**src/rtl/lane_pack_pkg.sv**
```systemverilog
// Shared types and helpers for the serial-to-packed lane assembler.
// Builds with or without PACK_SUM_EN; nothing here depends on it.
package lane_pack_pkg;

  typedef enum logic {StFill, StHold} state_e;

  localparam int unsigned DefLaneW     = 8;
  localparam int unsigned DefNumLanes  = 2;
  localparam int unsigned DefHighFirst = 1;

  // Maps the k-th accepted lane of a word to its physical lane position.
  function automatic int unsigned lane_idx(input int unsigned k, input bit high_first,
                                           input int unsigned num_lanes);
    return high_first ? (num_lanes - 1 - k) : k;
  endfunction

endpackage

```
**src/rtl/lane_pack_slot.sv**
```systemverilog
// One lane register of the assembly buffer: write-enable has priority over clear.
module lane_pack_slot
  import lane_pack_pkg::*;
#(
  parameter int unsigned LANE_W = DefLaneW
) (
  input  logic              clk_i,
  input  logic              rst_i,
  input  logic              clr_i,
  input  logic              we_i,
  input  logic [LANE_W-1:0] d_i,
  output logic [LANE_W-1:0] q_o
);

  logic [LANE_W-1:0] q_q;

  always_ff @(posedge clk_i or posedge rst_i) begin
    if (rst_i) begin
      q_q <= '0;
    end else if (we_i) begin
      q_q <= d_i;
    end else if (clr_i) begin
      q_q <= '0;
    end
  end

  assign q_o = q_q;

endmodule

```
**src/rtl/lane_pack_accum.sv**
```systemverilog
// Packs NUM_LANES serial lanes into one word with valid/ready and early flush.
// Define PACK_SUM_EN to add out_sum_o, the wrapping sum of the lanes in the word.
module lane_pack_accum
  import lane_pack_pkg::*;
#(
  parameter int unsigned LANE_W     = DefLaneW,
  parameter int unsigned NUM_LANES  = DefNumLanes,
  parameter int unsigned HIGH_FIRST = DefHighFirst,
  localparam int unsigned CNT_W     = $clog2(NUM_LANES + 1)
) (
  input  logic                        clk_i,
  input  logic                        rst_i,
  input  logic                        in_valid_i,
  output logic                        in_ready_o,
  input  logic [LANE_W-1:0]           in_lane_i,
  input  logic                        flush_i,
  output logic                        out_valid_o,
  input  logic                        out_ready_i,
  output logic [NUM_LANES*LANE_W-1:0] out_data_o,
  output logic [CNT_W-1:0]            out_cnt_o
`ifdef PACK_SUM_EN
  ,
  output logic [LANE_W-1:0]           out_sum_o
`endif
);

  localparam int unsigned      DataW   = NUM_LANES * LANE_W;
  localparam logic [CNT_W-1:0] CntFull = CNT_W'(NUM_LANES);

  typedef struct packed {
    logic [CNT_W-1:0] cnt;
    logic [DataW-1:0] lanes;
  } word_t;

  if (NUM_LANES < 2) begin : g_cfg_check
    $error("lane_pack_accum: NUM_LANES must be at least 2");
  end

  state_e               state_q, state_d;
  logic [CNT_W-1:0]     cnt_q, cnt_d;
  logic [CNT_W-1:0]     wr_k;
  logic                 in_acc, out_hs;
  logic [NUM_LANES-1:0] slot_we;
  logic [LANE_W-1:0]    slot_q [NUM_LANES];
  logic [DataW-1:0]     lanes_flat;
  word_t                word;

  assign in_acc = in_valid_i && in_ready_o;
  assign out_hs = out_valid_o && out_ready_i;

  always_ff @(posedge clk_i or posedge rst_i) begin
    if (rst_i) begin
      state_q <= StFill;
    end else begin
      state_q <= state_d;
    end
  end

  always_comb begin
    state_d = state_q;
    unique case (state_q)
      StFill: begin
        if ((in_acc && (cnt_q == CntFull - 1'b1)) || (flush_i && (in_acc || cnt_q != '0))) begin
          state_d = StHold;
        end
      end
      StHold: begin
        // A lane taken with the handshake plus flush re-presents a one-lane word.
        if (out_hs) begin
          state_d = (in_acc && flush_i) ? StHold : StFill;
        end
      end
      default: state_d = StFill;
    endcase
  end

  always_comb begin
    out_valid_o = (state_q == StHold);
    in_ready_o  = (state_q == StFill) || out_ready_i;
  end

  always_comb begin
    wr_k  = out_hs ? '0 : cnt_q;
    cnt_d = cnt_q;
    if (out_hs) begin
      cnt_d = in_acc ? CNT_W'(1) : '0;
    end else if (in_acc) begin
      cnt_d = cnt_q + 1'b1;
    end
    slot_we = '0;
    for (int unsigned i = 0; i < NUM_LANES; i++) begin
      slot_we[i] = in_acc && (lane_idx(32'(wr_k), HIGH_FIRST != 0, NUM_LANES) == i);
    end
  end

  always_ff @(posedge clk_i or posedge rst_i) begin
    if (rst_i) begin
      cnt_q <= '0;
    end else begin
      cnt_q <= cnt_d;
    end
  end

  for (genvar i = 0; i < NUM_LANES; i++) begin : g_slot
    lane_pack_slot #(
      .LANE_W (LANE_W)
    ) u_slot (
      .clk_i (clk_i),
      .rst_i (rst_i),
      .clr_i (out_hs),
      .we_i  (slot_we[i]),
      .d_i   (in_lane_i),
      .q_o   (slot_q[i])
    );
    assign lanes_flat[i*LANE_W +: LANE_W] = slot_q[i];
  end

  assign word        = {cnt_q, lanes_flat};
  assign out_data_o  = word.lanes;
  assign out_cnt_o   = word.cnt;

`ifdef PACK_SUM_EN
  logic [LANE_W-1:0] sum_q, sum_d;

  always_comb begin
    sum_d = sum_q;
    if (out_hs) begin
      sum_d = in_acc ? in_lane_i : '0;
    end else if (in_acc) begin
      sum_d = sum_q + in_lane_i;
    end
  end

  always_ff @(posedge clk_i or posedge rst_i) begin
    if (rst_i) begin
      sum_q <= '0;
    end else begin
      sum_q <= sum_d;
    end
  end

  assign out_sum_o = sum_q;
`endif

endmodule

```
**config.mk**
```make
export PLATFORM = sky130hd
export DESIGN_NAME = lane_pack_accum
export DESIGN_NICKNAME = d
export VERILOG_FILES = /design/src/rtl/lane_pack_pkg.sv /design/src/rtl/lane_pack_slot.sv /design/src/rtl/lane_pack_accum.sv
export SDC_FILE = /design/constraint.sdc
export NUM_CORES = 1
export LEC_CHECK = 0
export ABC_CLOCK_PERIOD_IN_PS = 1500
export CAP_MARGIN = 30
export CORE_MARGIN = 3
export CORE_UTILIZATION = 40
export DETAILED_ROUTE_END_ITERATION = 8
export GPL_TIMING_DRIVEN = 0
export PLACE_DENSITY_LB_ADDON = 0.1
export SYNTH_ARGS = -nofsm -noshare
export SYNTH_HDL_FRONTEND = slang
export SYNTH_SLANG_ARGS = --single-unit
```
**constraint.sdc**
```tcl
create_clock -name clk_i -period 1.5 [get_ports clk_i]
set_clock_uncertainty 0.1 [all_clocks]
set_input_delay 0.375 -clock clk_i [delete_from_list [all_inputs] [get_ports clk_i]]
set_output_delay 0.375 -clock clk_i [all_outputs]
set_load 0.05 [all_outputs]
```
==> flow_summary.json <==
{
  "slew_headroom": 0.524,
  "ys_seq_area_frac": 0.562,
  "ant_nets": 0,
  "startpoint": "out_valid_o$_DFF_PP0_",
  "instances_no_fill": 143,
  "setup_violations": 2,
  "yosys_warnings": 0,
  "critPathLaunchType": "register",
  "vias": 719,
  "synth.area.top_cells": "dfrtp_1, a22o_1, nand2_1",
  "violations": "setup timing",
  "io_pins": 33,
  "worstMarginPinSlew_ns": 0.713,
  "clock_latency_ns": 0.29,
  "die_area_um2": 2700,
  "syn_inst": 76,
  "cpPeakStageDelay_ns": 0.43,
  "first_iter_violations": 9,
  "synth-seq-cells": 19,
  "clockBufferDepth": 2,
  "endpoint_kind": "output port",
  "holdCritStartpoint": "in_valid_i",
  "ys.flop_type": "dfrtp_1",
  "path_class": "register to output port",
  "start_util": 0.427,
  "firstDrtPassIters": 4,
  "maxSlewViolCount": 0,
  "grt_util_all_layers": 0.152,
  "drv_cap": 0,
  "antenna_cells": 0,
  "cp.arrival_ns": 1.08,
  "period_share": 1.03,
  "grt_antenna_before_repair": 0,
  "cts_sinks": 19,
  "synth_common_cells": "dfrtp_1, nand2_1, o21ai_0, a22o_1, inv_1",
  "hold_class": "input pin to register",
  "grt_pass1_wl_mm": 3.05,
  "synth_most_common_cell": "dfrtp_1",
  "worst_path_max_delay_cell": "dfrtp_2",
  "grt_pass1_vias": 626,
  "syn2layout_area_growth_pct": 39.9,
  "placed_cells": 134,
  "grt_overflow_total": 0,
  "drive_gt1_frac": 0.345,
  "dp_hpwl_mm": 1.33,
  "wire_per_inst_um": 13.3,
  "cellLeakagePower_nw": 0.588,
  "synth_area_leader_cell": "dfrtp_1",
  "synth_top_area_share": 0.562,
  "powerDensity_nw_per_um2": 2310,
  "drc": 0,
  "drt_wl_total_mm": 1.91,
  "cts_tree": "done",
  "synth_cell_types": 19,
  "io_buffers": 31,
  "layout.nets": 132,
  "root_buffer": "clkbuf_4",
  "max_freq_ghz": 0.644,
  "crit_path_cell_trace": "buf_8 -> nand2b_4 -> buf_8",
  "avgViaCountPerCell": 5.03,
  "htreeDepth": 1,
  "min_period_ns": 1.55,
  "synth_edf_count": 0,
  "synth_async_sr_flop_share": 1.00,
  "finalWorstSetupSlack_ns": -0.0517,
  "die-width_um": 52.0,
  "placeableCoreArea_um2": 1980,
  "syn-cell-area_um2": 846,
  "place_congestion": 0.696,
  "fp.dieH_um": 52.0,
  "status": "finished with violations",
  "rows": 16,
  "rsz0062_at_grt": "yes",
  "cp.required_ns": 1.02,
  "grt_max_degree": 20,
  "syn-num-nets": 91,
  "tns_ns": -0.0610,
  "reg2reg_from": "out_valid_o$_DFF_PP0_",
  "path_common_cell": "buf_8",
  "peakVddDrop_mv": 1.62,
  "synth.avg_cell_area_um2": 11.1,
  "r2r_slack_ns": -0.01,
  "cts.clk_slew.worst_paths_ns": 0.10,
  "cts_inserted_buffers": 3,
  "cp_max_fo": 7,
  "finalHoldViolCount": 0
}
-- timing repair --
action	in CTS	in global routing
gates resized for setup	106	2
setup endpoints to repair	20	3
buffers inserted	0	5
hold buffers	0	0
-- power by group --
group | switching (mW) | total (mW) | internal [mW]
logic | 1.13 | 1.61 | 0.476
registers | 0.150 | 0.876 | 0.726
clock network | 0.154 | 0.254 | 0.0992
total | 1.44 | 2.74 | 1.30
-- sequential cells by signal, summed over array words and instances, names as in the netlist --
name               cells
g_slot.u_slot.q_o     16
out_cnt_o              2
out_valid_o            1
-- through the flow --
step / hold WS (ns) / worst slack, ns / utilization / area (µm²) / power (mW)
after floorplan: 0.226 / 0.0127 / - / 852 / 2.04
after global placement: 0.386 / -0.884 / 0.604 / 1200 / 2.60
after detailed placement: 0.385 / -0.895 / 0.604 / 1200 / 2.62
after CTS: 0.286 / -0.0880 / 0.575 / 1140 / 2.70
after global routing: 0.307 / -0.103 / 0.597 / 1180 / 2.90
final: 0.307 / -0.0517 / 0.597 / 1180 / 2.74
-- cell usage in the layout, fill, tap and decap left out, types with 2 or more instances in the layout --
master,count
a22o_1,8
buf_2,18
buf_4,6
buf_8,2
clkbuf_4,4
clkdlybuf4s50_1,10
dfrtp_1,16
dfrtp_2,3
ha_1,2
inv_1,4
nand2_1,18
nor2_1,2
o21ai_0,10
-- kinds of logic (layout without fill, tap and decap cells) --
| group | after synthesis | count (layout) | share of synthesized area |
|---|---|---|---|
| AO/OA/AOI/OAI | 23 | 23 | 0.201 |
| AND/OR/NAND/NOR | 25 | 25 | 0.157 |
| flip-flops | 19 | 19 | 0.562 |
| adder cells (fa/ha/maj) | 2 | 2 | 0.0296 |
| buffers and inverters | 7 | 47 | 0.0503 |
-- routing by layer --
metal / vias to the layer above / GRT usage / wire length (µm)
met4: 0 / 0.0655 / 17
li1: 348 / - / -
met2: 23 / 0.211 / 824
met1: 346 / 0.225 / 928
met5: - / 0 / 0
met3: 2 / 0.0315 / 135
-- path summary, 6_finish.rpt --
kind | to | cells after the start
setup / recovery | in_ready_o | 3
hold reg to reg | g_slot[1].u_slot.q_o[5]$_DFFE_PP0P_ | 1
hold / removal | out_cnt_o[0]$_DFFE_PP0P_ | 2
min in group asynchronous | g_slot[0].u_slot.q_o[0]$_DFFE_PP0P_ | 2
setup reg to reg | g_slot[1].u_slot.q_o[7]$_DFFE_PP0P_ | 5
max in group asynchronous | out_cnt_o[1]$_DFFE_PP0P_ | 2
-- layout make-up --
class,count,area [µm²]
plain buffers,3,31.3
clock buffers,3,22.5
clock inverters,1,5.00
fillers,164,798
inverters,4,15.0
multi-input cells,50,335
flip-flops and latches,19,479
well taps,27,33.8
repair buffers,36,262
-- critical path: cells and delay by family, from the launching register on --
| family | cells | cell delay, ns |
|---|---|---|
| buffers and inverters | 2 | 0.28 |
| and+or+nand+nor | 1 | 0.08 |
| DFF | 1 | 0.43 |
No activity file was read; power rests on OpenSTA's default activity.
